### src/rtl/usb_phy_pkg.sv
// Shared USB full-speed receive definitions: line-state encodings,
// receiver state enum, default timing parameters and NRZI helper.
package usb_phy_pkg;

    typedef enum logic [1:0] {
        LS_SE0 = 2'b00,
        LS_J   = 2'b01,
        LS_K   = 2'b10,
        LS_SE1 = 2'b11
    } line_state_e;

    typedef enum logic [1:0] {
        ST_IDLE  = 2'd0,
        ST_HUNT  = 2'd1,
        ST_DATA  = 2'd2,
        ST_ABORT = 2'd3
    } rx_state_e;

    localparam int OVERSAMPLE_DEF  = 4;
    localparam int STUFF_LIMIT_DEF = 6;
    localparam int HUNT_STROBES    = 8;
    localparam int ABORT_J_STROBES = 8;

    localparam logic [3:0] SYNC_TAIL = 4'b0001;

    function automatic logic nrzi_bit(line_state_e cur, line_state_e prev);
        return cur == prev;
    endfunction

endpackage

### src/rtl/usb_rx_dpll.sv
// Line-state synchronizer and bit-phase recovery: the phase counter
// re-aligns on every line transition and strobes mid-bit.
module usb_rx_dpll
    import usb_phy_pkg::*;
#(
    parameter int OVERSAMPLE = OVERSAMPLE_DEF
) (
    input  logic        clk,
    input  logic        rst,
    input  logic [1:0]  line_state_i,
    output line_state_e line_o,
    output logic        strobe_o
);

    localparam int PW = (OVERSAMPLE > 2) ? $clog2(OVERSAMPLE) : 1;
    localparam logic [PW-1:0] PH_LAST = PW'(OVERSAMPLE - 1);
    localparam logic [PW-1:0] PH_MID  = PW'(OVERSAMPLE / 2);

    line_state_e     sync1_q;
    line_state_e     sync2_q;
    line_state_e     last_q;
    logic [PW-1:0]   phase_q;
    logic [PW-1:0]   phase_d;

    always_ff @(posedge clk or posedge rst) begin
        if (rst) begin
            sync1_q <= LS_J;
            sync2_q <= LS_J;
            last_q  <= LS_J;
            phase_q <= '0;
        end else begin
            sync1_q <= line_state_e'(line_state_i);
            sync2_q <= sync1_q;
            last_q  <= sync2_q;
            phase_q <= phase_d;
        end
    end

    always_comb begin
        phase_d = phase_q + 1'b1;
        if (phase_q == PH_LAST) begin
            phase_d = '0;
        end
        if (sync2_q != last_q) begin
            phase_d = '0;
        end
    end

    assign line_o   = sync2_q;
    assign strobe_o = (phase_q == PH_MID);

endmodule

### src/rtl/usb_rx_decoder.sv
// USB full-speed receive path: SYNC hunt, NRZI decode, bit unstuffing,
// byte assembly and EOP / error detection.
module usb_rx_decoder
    import usb_phy_pkg::*;
#(
    parameter int OVERSAMPLE  = OVERSAMPLE_DEF,
    parameter int STUFF_LIMIT = STUFF_LIMIT_DEF
) (
    input  logic       clk,
    input  logic       rst,
    input  logic [1:0] line_state,
    input  logic       rx_en,
    output logic [7:0] rx_data,
    output logic       rx_valid,
    output logic       rx_active,
    output logic       rx_error,
    output logic       eop
);

    localparam int OW = $clog2(STUFF_LIMIT + 1);
    localparam logic [OW-1:0] ONES_MAX = OW'(STUFF_LIMIT);
    localparam logic [2:0] HUNT_LAST  = 3'(HUNT_STROBES - 1);
    localparam logic [2:0] ABORT_LAST = 3'(ABORT_J_STROBES - 1);

    line_state_e line_s;
    logic        strobe;

    usb_rx_dpll #(
        .OVERSAMPLE (OVERSAMPLE)
    ) u_dpll (
        .clk          (clk),
        .rst          (rst),
        .line_state_i (line_state),
        .line_o       (line_s),
        .strobe_o     (strobe)
    );

    rx_state_e     state_q,   state_d;
    line_state_e   prev_q,    prev_d;
    logic [3:0]    hist_q,    hist_d;
    logic [2:0]    hunt_q,    hunt_d;
    logic [OW-1:0] ones_q,    ones_d;
    logic [2:0]    bitcnt_q,  bitcnt_d;
    logic [7:0]    shift_q,   shift_d;
    logic [7:0]    data_q,    data_d;
    logic          se0_q,     se0_d;
    logic [2:0]    jcnt_q,    jcnt_d;
    logic          valid_q,   valid_d;
    logic          active_q,  active_d;
    logic          err_q,     err_d;
    logic          eop_q,     eop_d;
    logic          bit_v;

    always_ff @(posedge clk or posedge rst) begin
        if (rst) begin
            state_q  <= ST_IDLE;
            prev_q   <= LS_J;
            hist_q   <= 4'hF;
            hunt_q   <= '0;
            ones_q   <= '0;
            bitcnt_q <= '0;
            shift_q  <= '0;
            data_q   <= '0;
            se0_q    <= 1'b0;
            jcnt_q   <= '0;
            valid_q  <= 1'b0;
            active_q <= 1'b0;
            err_q    <= 1'b0;
            eop_q    <= 1'b0;
        end else begin
            state_q  <= state_d;
            prev_q   <= prev_d;
            hist_q   <= hist_d;
            hunt_q   <= hunt_d;
            ones_q   <= ones_d;
            bitcnt_q <= bitcnt_d;
            shift_q  <= shift_d;
            data_q   <= data_d;
            se0_q    <= se0_d;
            jcnt_q   <= jcnt_d;
            valid_q  <= valid_d;
            active_q <= active_d;
            err_q    <= err_d;
            eop_q    <= eop_d;
        end
    end

    always_comb begin
        state_d  = state_q;
        prev_d   = prev_q;
        hist_d   = hist_q;
        hunt_d   = hunt_q;
        ones_d   = ones_q;
        bitcnt_d = bitcnt_q;
        shift_d  = shift_q;
        data_d   = data_q;
        se0_d    = se0_q;
        jcnt_d   = jcnt_q;
        valid_d  = 1'b0;
        err_d    = 1'b0;
        eop_d    = 1'b0;
        bit_v    = nrzi_bit(line_s, prev_q);

        if (strobe) begin
            unique case (state_q)
                ST_IDLE: begin
                    // The first K is itself the leading SYNC zero.
                    if (rx_en && line_s == LS_K) begin
                        state_d = ST_HUNT;
                        prev_d  = LS_K;
                        hist_d  = 4'b1110;
                        hunt_d  = '0;
                    end
                end
                ST_HUNT: begin
                    unique case (line_s)
                        LS_SE1: begin
                            err_d   = 1'b1;
                            state_d = ST_ABORT;
                            jcnt_d  = '0;
                        end
                        LS_SE0: begin
                            state_d = ST_IDLE;
                        end
                        default: begin
                            prev_d = line_s;
                            hist_d = {hist_q[2:0], bit_v};
                            if (hist_d == SYNC_TAIL) begin
                                state_d  = ST_DATA;
                                ones_d   = '0;
                                bitcnt_d = '0;
                                se0_d    = 1'b0;
                            end else if (hunt_q == HUNT_LAST) begin
                                state_d = ST_IDLE;
                            end else begin
                                hunt_d = hunt_q + 1'b1;
                            end
                        end
                    endcase
                end
                ST_DATA: begin
                    if (line_s == LS_SE1) begin
                        err_d   = 1'b1;
                        state_d = ST_ABORT;
                        jcnt_d  = '0;
                    end else if (se0_q) begin
                        if (line_s == LS_J) begin
                            eop_d   = 1'b1;
                            state_d = ST_IDLE;
                        end else if (line_s == LS_K) begin
                            err_d   = 1'b1;
                            state_d = ST_ABORT;
                            jcnt_d  = '0;
                        end
                    end else if (line_s == LS_SE0) begin
                        if (bitcnt_q != '0) begin
                            err_d   = 1'b1;
                            state_d = ST_ABORT;
                            jcnt_d  = '0;
                        end else begin
                            se0_d = 1'b1;
                        end
                    end else begin
                        prev_d = line_s;
                        if (ones_q == ONES_MAX) begin
                            // Stuffed zero is dropped; a one here is a violation.
                            ones_d = '0;
                            if (bit_v) begin
                                err_d   = 1'b1;
                                state_d = ST_ABORT;
                                jcnt_d  = '0;
                            end
                        end else begin
                            ones_d   = bit_v ? ones_q + 1'b1 : '0;
                            shift_d  = {bit_v, shift_q[7:1]};
                            bitcnt_d = bitcnt_q + 1'b1;
                            if (bitcnt_q == 3'd7) begin
                                data_d  = shift_d;
                                valid_d = 1'b1;
                            end
                        end
                    end
                end
                ST_ABORT: begin
                    if (line_s == LS_J) begin
                        if (jcnt_q == ABORT_LAST) begin
                            state_d = ST_IDLE;
                        end else begin
                            jcnt_d = jcnt_q + 1'b1;
                        end
                    end else begin
                        jcnt_d = '0;
                        if (line_s == LS_SE1) begin
                            err_d = 1'b1;
                        end
                    end
                end
                default: begin
                    state_d = ST_IDLE;
                end
            endcase
        end

        if (!rx_en) begin
            state_d = ST_IDLE;
            data_d  = data_q;
            valid_d = 1'b0;
            err_d   = 1'b0;
            eop_d   = 1'b0;
        end
        if (err_d) begin
            eop_d = 1'b0;
        end
        active_d = (state_d == ST_DATA);
    end

    assign rx_data   = data_q;
    assign rx_valid  = valid_q;
    assign rx_active = active_q;
    assign rx_error  = err_q;
    assign eop       = eop_q;

endmodule

### config.mk
export PLATFORM = sky130hd
export DESIGN_NAME = usb_rx_decoder
export DESIGN_NICKNAME = d
export VERILOG_FILES = /design/src/rtl/usb_phy_pkg.sv /design/src/rtl/usb_rx_dpll.sv /design/src/rtl/usb_rx_decoder.sv
export SDC_FILE = /design/constraint.sdc
export NUM_CORES = 1
export LEC_CHECK = 0
export CAP_MARGIN = 10
export CELL_PAD_IN_SITES_DETAIL_PLACEMENT = 1
export CELL_PAD_IN_SITES_GLOBAL_PLACEMENT = 1
export CORE_ASPECT_RATIO = 0.9
export CORE_MARGIN = 5
export CORE_UTILIZATION = 47
export DETAILED_ROUTE_END_ITERATION = 8
export MAX_ROUTING_LAYER = met4
export PLACE_DENSITY_LB_ADDON = 0.2
export SLEW_MARGIN = 20
export SYNTH_ARGS = -nofsm -noshare
export SYNTH_HDL_FRONTEND = slang
export SYNTH_SLANG_ARGS = --single-unit
### constraint.sdc
create_clock -name clk -period 2.6 [get_ports clk]
set_input_delay 0.52 -clock clk [delete_from_list [all_inputs] [get_ports clk]]
set_output_delay 0.52 -clock clk [all_outputs]
set_load 0.005 [all_outputs]
# Word-level counts from Yosys, hierarchy flattened
# Cells that the tools add are included.
[totals]
register_bits = 48
input_bits = 5
output_inout_bits = 12
wordCells = 170
[classes]
addsub = 5
n_eq_ne = 32
n_mux = 93
bitwise_logic = 4
reduce_logical = 18
[ops]
columns = ["op", "n"]
rows = [
  ["$mux W3", 28],
  ["$mux W2", 22],
  ["$mux W1", 33],
  ["$pmux W3 S2", 4],
  ["$ne A2 B2 Y1 const B", 10],
  ["$reduce_and A8 Y1", 2],
  ["$ne A5 B5 Y1 const B", 3],
  ["$eq A2 B2 Y1 const B", 7],
  ["$reduce_and A7 Y1", 2],
  ["$add A3 B1 Y3 const B", 4],
  ["$eq A3 B3 Y1 const B", 4],
  ["$reduce_and A6 Y1", 2],
  ["$pmux W3 S3", 1],
  ["$reduce_and A9 Y1", 1],
  ["$reduce_bool A3 Y1", 3],
  ["$ne A4 B4 Y1 const B", 2],
  ["$pmux W2 S4", 1],
  ["$pmux W2 S3", 1],
  ["$reduce_and A5 Y1", 1],
  ["$eq A2 B1 Y1 const B", 2],
  ["$eq A4 B1 Y1 const B", 1],
  ["$logic_not A2 Y1", 2],
  ["$not A1 Y1", 4],
  ["$pmux W2 S2", 1],
  ["10 further kinds", 11],
]

# Longest topological paths before layout
[depth]
ltp_word = 10
depth_mapped = 8
depth_no_buf = 7

# Hierarchy
# A second synthesis with hierarchy kept.
[hier_totals]
cells_unflattened = 224
hier_area_um2 = 2488.6
[modules_own_cells]
columns = ["module", "instances", "cells_per_inst", "area_per_inst_um2", "seq_area_each_um2"]
rows = [
  ["usb_rx_decoder", 1, 208, 2217.1, 980.9],
  ["usb_rx_dpll", 1, 16, 271.5, 203.9],
]

# Worst setup path before layout
# No wires, ideal clock.
[synth_path]
kind = "register to register"
startpoint = "reg u_dpll.sync2_q[0], in the netlist u_dpll.line_o[0]"
endpoint = "reg prev_q[1]"
setup_time_ns = 0.125
t_arrival_ns = 2.139
path_slack_ns = 0.337
path_stages_with_launch = 9
path_cell_list = "dfstp_2 buf_2 inv_1 ha_1 nor2b_1 a211oi_1 nand2_1 nor2_1 mux2_2"
[synth_between]
elab_chain_cells = 4
word_cells_on_any_way = 10
cone_classes = "eq/ne: 6; reduce/logical: 4"
[synth_rtl]
columns = ["item", "line_no", "source"]
rows = [
  ["from (decl)", "usb_rx_dpll.sv:20", "line_state_e sync2_q;"],
  ["from (signal assigned)", "usb_rx_dpll.sv:33", "sync2_q <= sync1_q;"],
  ["$eq A2 B2 Y1, or another cell as far along", "usb_rx_decoder.sv:116, usb_rx_decoder.sv:142", ""],
  ["$reduce_or A2 Y1 (no source line) / $logic_and A1 B1 Y1 (equally long branches)", "-", ""],
  ["$ne A2 B2 Y1 (no source line)", "-", ""],
  ["$reduce_and A7 Y1 (no source line) (*)", "-", ""],
  ["to (signal assigned)", "usb_rx_decoder.sv:72", "prev_q <= prev_d;"],
  ["to (decl)", "usb_rx_decoder.sv:39", "line_state_e prev_q, prev_d;"],
]
# Mark *: on every way between the ends. The rest lies on a longest branch, timed or not.
# A chain may end at the register's enable or synchronous reset.

# Worst setup path after layout
[layout_path]
startpoint = "reg state_q[1]"
endpoint = "reg prev_q[1]"
[layout_between]
elab_chain_cells = 3
word_cells_on_any_way = 11
cone_classes = "eq/ne: 7; mux: 1; reduce/logical: 3"
[layout_rtl]
columns = ["item", "line_no", "source"]
rows = [
  ["from (decl)", "usb_rx_decoder.sv:38", "rx_state_e state_q, state_d;"],
  ["from (signal assigned)", "usb_rx_decoder.sv:71", "state_q <= state_d;"],
  ["$eq A2 B2 Y1, or another cell as far along", "usb_rx_decoder.sv:105", "unique case (state_q)"],
  ["$ne A2 B2 Y1 (no source line) / $reduce_bool A3 Y1 (equally long branches)", "-", ""],
  ["$reduce_and A7 Y1 (no source line)", "-", ""],
]
# Several ways; a longest one is shown, not always the timed one.

==> impl_metrics.toml <==
[synth]
synth_cells = 236
yosys.area_share.simple_pct = 13.8
synth_compound_area_share_pct = 15.0
yosys_register_bits = 47
synth_ff_type = "dfrtp_1"
synth_top_family_by_area = "compound AO/OA/AOI/OAI gates"
async_flop_share_pct = 100
synth_cell_type_count = 48
synth_adder_area_share_pct = 10.3
synth_nets = 262
ys.warnings.count = 0
synthMuxAreaShare_pct = 7.91
synth_edf_count = 0
yosysSeqAreaShare_pct = 46.5
syn_area_per_cell_sq_um = 10.8
syn-cell-area_sq_um = 2550
synth_xor_area_share_pct = 2.95

[place]
port_buffers = 16
gp_congestion = 0.860
preCtsSetupSlack_ns = 0.361
place_hpwl_mm = 4.68

[clock_tree]
htreeDepth = 2
cts_root_buf = "clkbuf_8"
postCtsSetupBuffers = 0
cts_buffers = 5
ctsResizeCount = 0
clkLatencyLatePin_ns = 0.31
cts_tree = "yes"
clk_pin_slew_worst_paths_ns = 0.10
hold_buffers = 0
cts_buffer_depth = 2
cts.sinks = 47

[worst_hold_path]
hp-class = "reg2reg"

[timing]
finalSetupTns_ns = 0
report.final.setup_viol = 0
skew_ns = 0.0128
hold_viol = 0
slew_headroom_pct = 65.0
fmax_mhz = 428
fin_crit_ns = 2.34
drv_slew = 0
grt_setup_unrepaired = "false"
min_period_over_period_pct = 90.0
finalWorstSetupSlack_ns = 0.261
hold_slack_ns = 0.360
worst_slew_pin_slew_ns = 0.517

[routing]
ant_nets = 0
drc = 0
vias_per_cell = 5.73
drtIter0Drc = 65
dr.pass1.iters = 4
wl_mm = 5.97
wl_per_cell_microns = 18.0
vias = 1902

[floorplanning]
die_x_microns = 87.6
boundaryPins = 17
coreArea_sq_um = 5260
fp-row-count = 25
initial_core_util_pct = 48.5
dieArea_sq_um = 6990
die_y_microns = 79.8

[setup_path]
worstPathArrival_ns = 2.53
cpPeakStageDelay_ns = 0.51
path_max_fanout = 7
start_kind = "flip-flop"
cp_cell_sequence = "inv_1 -> ha_1 -> nor2b_1 -> a211oi_1 -> nand2_1 -> nor2_1 -> mux2_2"
crit_path_top_delay_cell = "dfrtp_1"
crit_type = "reg2reg"
endpoint_kind = "flip-flop"
cp_data_required_time_ns = 2.79

[global_route]
grt_max_degree = 27
grt_pass1_wl_mm = 10.3
gr-total-overflow = 0
track_usage_pct = 19.6
antenna_found_initial = 0
grt_pass1_vias = 2106

[status]
status = "completed"

[finish]
drive_gt1_share_pct = 20.8
area_delta_synth_final_pct = 16.8
diodes = 0
nets = 290

[run]
cap_viol_max_count = 0

[power_and_ir_drop]
p_leak_uw = 0.00137
power_density_nw_per_um2 = 576
peakVddDrop_mv = 0.392
synthesized netlist by cell type (all sizes together), types with 2 or more instances:
| cell type | n | area share (%) |
|---|---|---|
| a41oi | 3 | 1.0 |
| nand3b | 2 | 0.59 |
| mux2 | 17 | 7.5 |
| nor3 | 4 | 0.79 |
| a32o | 2 | 0.79 |
| o311ai | 3 | 1.0 |
| xor2 | 2 | 1.3 |
| a21boi | 2 | 0.59 |
| nand4 | 2 | 0.98 |
| o21ai | 17 | 3.5 |
| a311oi | 2 | 0.69 |
| o31ai | 3 | 0.88 |
| ha | 21 | 10 |
| nor2 | 12 | 1.8 |
| dfrtp | 40 | 39 |
| clkbuf | 3 | 0.44 |
| a31oi | 2 | 0.49 |
| and3 | 6 | 1.5 |
| nor2b | 3 | 0.74 |
| a21oi | 4 | 0.79 |
| o22a | 2 | 0.74 |
| or3 | 2 | 0.69 |
| o21a | 2 | 0.59 |
| o211ai | 2 | 0.59 |
| inv | 17 | 2.5 |
| xnor2 | 4 | 1.7 |
| buf | 3 | 0.59 |
| a211oi | 3 | 0.88 |
| nand2 | 27 | 4.0 |
| nand3 | 7 | 1.4 |
| dfstp | 7 | 7.2 |
metal layers:
layer	vias to the layer above	track usage, %	share of wire, %
li1	894	-	-
met1	970	23.9	46
met2	29	33.1	50
met3	9	3.41	3.2
met4	0	6.13	1.3
met5	-	-	0
where the power goes:
| group | switching, uW | internal (uW) |
|---|---|---|
| registers | 54.4 | 797 |
| clock network | 263 | 290 |
| logic | 182 | 127 |
| total | 500 | 1210 |
worst max-delay path, delay by kind of cell, from the launching register on:
family | cells | cell delay, ns
AOI/OAI and AO/OA | 1 | 0.34
buffers and inverters | 1 | 0.16
muxes | 1 | 0.37
and+or+nand+nor | 3 | 0.53
DFF | 1 | 0.51
adders and majority gates | 1 | 0.32
state kept, by name, indices dropped and copies added, names as in the netlist, 2 cells and up:
| signal | flops |
|---|---|
| u_dpll.line_o | 2 |
| hist_q | 3 |
| u_dpll.sync1_q | 2 |
| jcnt_q | 3 |
| rx_data | 8 |
| ones_q | 3 |
| state_q | 2 |
| u_dpll.last_q | 2 |
| prev_q | 2 |
| shift_q | 7 |
| hunt_q | 3 |
| bitcnt_q | 3 |
| u_dpll.phase_q | 2 |
logic make-up after synthesis:
group           Yosys count
mux                      18
buf+inv                  23
flops                    47
xor+xnor                  6
fa+ha+maj                21
simple gates             69
compound gates           52
layout by cell type, fill, tap and decap left out, types with 3 or more instances in the layout:
cell type / synthesis / final
a211oi_1: 3 / 3
a21oi_1: 4 / 4
a41oi_1: 3 / 3
and3_1: 5 / 5
buf_4: 0 / 10
clkbuf_8: 0 / 5
clkdlybuf4s50_1: 0 / 16
dfrtp_1: 40 / 40
dfstp_2: 7 / 7
ha_1: 21 / 21
inv_1: 17 / 16
mux2_2: 17 / 17
nand2_1: 27 / 27
nand3_1: 7 / 7
nor2_1: 12 / 12
nor2b_1: 3 / 3
nor3_1: 4 / 4
o21ai_0: 14 / 14
o31ai_1: 3 / 3
xnor2_1: 3 / 3
stage by stage:
step	cell area [sq um]	utilization, %	instances	total power (uW)
after floorplan	2550	-	236	1080
after global routing	2970	56.6	332	1810
after detailed placement	2860	54.4	324	1170
final	2970	56.6	332	1710
after global placement	2860	54.4	324	1160
after CTS	2970	56.6	332	1730
path summary, 6_finish.rpt:
path | startpoint | to | slack, ns | depth (start not counted)
worst max-delay path | state_q[1]$_DFF_PP0_ | prev_q[1]$_DFFE_PP0P_ | 0.26 | 7
worst min-delay path | u_dpll.sync1_q[1]$_DFF_PP0_ | u_dpll.line_o[1]$_DFF_PP0_ | 0.36 | 0
worst max register to register | state_q[1]$_DFF_PP0_ | prev_q[1]$_DFFE_PP0P_ | 0.26 | 7
worst min register to register | u_dpll.sync1_q[1]$_DFF_PP0_ | u_dpll.line_o[1]$_DFF_PP0_ | 0.36 | 0
max in group asynchronous | rst | hist_q[2]$_DFFE_PP1P_ | 1.44 | 3
min in group asynchronous | rst | eop$_DFF_PP0_ | 0.56 | 2
area by class of cell:
cell class | instances | area [sq um]
clock inverters | 3 | 46.3
fillers | 584 | 2280
inverters | 17 | 63.8
multi-input cells | 166 | 1270
flip-flops and latches | 47 | 1180
repair buffers | 27 | 255
clock buffers | 5 | 68.8
well taps | 67 | 83.8
(Power assumes the default switching activity.)
==> patch: new RTL, config.mk and constraints unchanged <==
Register the inputs `line_state` and `rx_en` before use, with the module's reset. The logic sees them one clock later.
--- a/src/rtl/usb_rx_decoder.sv
+++ b/src/rtl/usb_rx_decoder.sv
@@ -24,2 +24,15 @@
 
+    logic [1:0] line_state_q;
+    logic rx_en_q;
+
+    always_ff @(posedge clk or posedge rst) begin
+        if (rst) begin
+            line_state_q <= '0;
+            rx_en_q      <= '0;
+        end else begin
+            line_state_q <= line_state;
+            rx_en_q      <= rx_en;
+        end
+    end
+
     line_state_e line_s;
@@ -32,3 +45,3 @@
         .rst          (rst),
-        .line_state_i (line_state),
+        .line_state_i (line_state_q),
         .line_o       (line_s),
@@ -107,3 +120,3 @@
                     // The first K is itself the leading SYNC zero.
-                    if (rx_en && line_s == LS_K) begin
+                    if (rx_en_q && line_s == LS_K) begin
                         state_d = ST_HUNT;
@@ -203,3 +216,3 @@
 
-        if (!rx_en) begin
+        if (!rx_en_q) begin
             state_d = ST_IDLE;
Check against the original RTL: not equivalent (Yosys sat finds a counterexample within 10 cycles, from zero or initial values and one cycle with rst high).
==> patch against the original RTL <==
Cell count decreased by 3.3%. Maximum frequency decreased by 4.8%. Area after synthesis increased by 2.6%. Routed wire length decreased by 3.1%. Sequential cell count increased by 3. Worst setup slack got worse by 0.12 ns. Final area decreased by 0.34%. Power decreased by 9.2%. Core utilization decreased by 0.85 points. Largest power group unchanged.
==> patch: results (changes against the original RTL) <==
** Routing
- The detailed-routing wirelength on met1 came to 2.723 mm (was 2.732 mm).
- Via Count :: 1,821 (was 1,902)
- Met3 wirelength from detailed routing :: 154 um (was 188 um)
- The number of DRC markers in iteration 0 is 68 (was 65).
- Total detailed-routing wirelength :: 5.783 mm (was 5.966 mm)
- The met2 wire length is 2.847 mm (was 2.965 mm).

** Synthesis
- The average cell area after synthesis came to 11.41 um^2 (was 10.79 um^2).
- Portion of netlist area occupied by mux cells :: 0.07280 (was 0.07912)
- Leading cell types by count after synthesis :: dfrtp_1, ha_1, inv_1 (was dfrtp_1, nand2_1, ha_1)
- Cell types occupying the most area after synthesis: dfrtp_1, ha_1, dfstp_2, mux2_1, o21ai_0 (was dfrtp_1, ha_1, mux2_2, dfstp_2, nand2_1).
- Xor/xnor share of the synthesized area :: 0.01916 (was 0.02948)
- Adder-cell share of the synthesized area :: 0.1006 (was 0.1032)
- The compound-cell area share of the yosys netlist came to 0.1470 (was 0.1499).
- Net count after synthesis :: 255 (was 262)
- Count of different cell masters after synthesis :: 57 (was 48)

** Timing
- The relative max-transition margin is 0.5586 (was 0.6502).

** Placement
- Placed instance count :: 313 (was 324)
- Post-Place Worst Slack :: 0.1461 ns (was 0.3610 ns)
- HPWL reported at the end of detailed placement :: 4.359 mm (was 4.678 mm)
- The final weighted congestion of routability-driven global placement was 0.8063 (was 0.8599).

** Global routing
- Largest net degree at the start of global routing :: 33 (was 27)
- The global router's overall resource usage was 0.1951 (was 0.1960).
- Wire length of the first global-routing pass :: 10.41 mm (was 10.31 mm)
- Vias in the first global route :: 2,040 (was 2,106)

** Pwr
- The largest vdd supply drop came to 0.0004167 V (was 0.0003916 V).

** Critical path
- Critical path arrival :: 2.69 ns (was 2.53 ns)
- The worst setup path startpoint is u_dpll.line_o[0] (was state_q[1]).
- The worst-case register-to-register setup slack is 0.14 ns (was 0.26 ns).
- The critical register-to-register path endpoint is ones_q[2] (was prev_q[1]).

** Status
- Result of the run :: completed (unchanged)

** CTS
- The H-tree depth reported by CTS is 2 (unchanged).
- The post-CTS setup repair buffer count was 0 (unchanged).

** Finish
- The final net count was 279 (was 290).
- The fraction of final layout cells with drive strength greater than 1 was 0.1614 (was 0.2075).
-- patch: cell count changes in the layout (fill, tap and decap cells not counted), sizes merged, moves of 3 or more --
cell	unedited run	this run
dfrtp	40	43
nand2	27	17
buf	11	7
nor2	12	6
nand3	7	10
o21ai	17	20
-- patch: layer usage --
| metal | track usage | vias to the layer above |
|---|---|---|
| li1 | - | 862 |
| met1 | 0.2523 | 930 |
| met2 | 0.3214 | 21 |
| met3 | 0.03955 | 8 |
| met4 | 0.03776 | 0 |
| met5 | - | - |
-- patch: kinds of logic after synthesis --
| logic type | after synthesis |
|---|---|
| buf+inv | 25 |
| compound gates | 51 |
| fa+ha+maj | 21 |
| flops | 50 |
| simple gates | 61 |
| mux | 17 |
| xor+xnor | 4 |
-- patch: layout make-up --
type | count | area [um^2]
clock inverter | 2 | 37.54
timing repair buffer | 23 | 212.7
tap | 67 | 83.83
sequential | 50 | 1260
multi-input combinational | 154 | 1226
fill | 557 | 2354
inverter | 19 | 71.32
clock buffer | 6 | 72.57
-- patch: through the flow --
stage          area [um^2]  total power [uW]  hold WS [ns]
5_1_grt               2964              1634        0.3630
3_3_place_gp          2854              1007        0.3339
6_report              2964              1556        0.3573
2_1_floorplan         2613             967.3        0.3312
3_5_place_dp          2854              1011        0.3363
4_1_cts               2964              1571        0.3577
-- patch: where the power goes --
part | switching [uW] | leakage [uW] | total (uW) | internal (uW)
sequential | 23.8 | 0.000657 | 838 | 814
clock | 273 | 0.0000514 | 561 | 287
combinational | 99.6 | 0.000664 | 157 | 57.8
-- patch: worst max-delay path, cell delays in order (launching register included) --
cell and delay [ns]:
dfstp_2 0.64, inv_1 0.08, ha_1 0.37, inv_1 0.13, o41ai_4 0.41, nand4_2 0.20, or3_1 0.38, o21ai_1 0.16
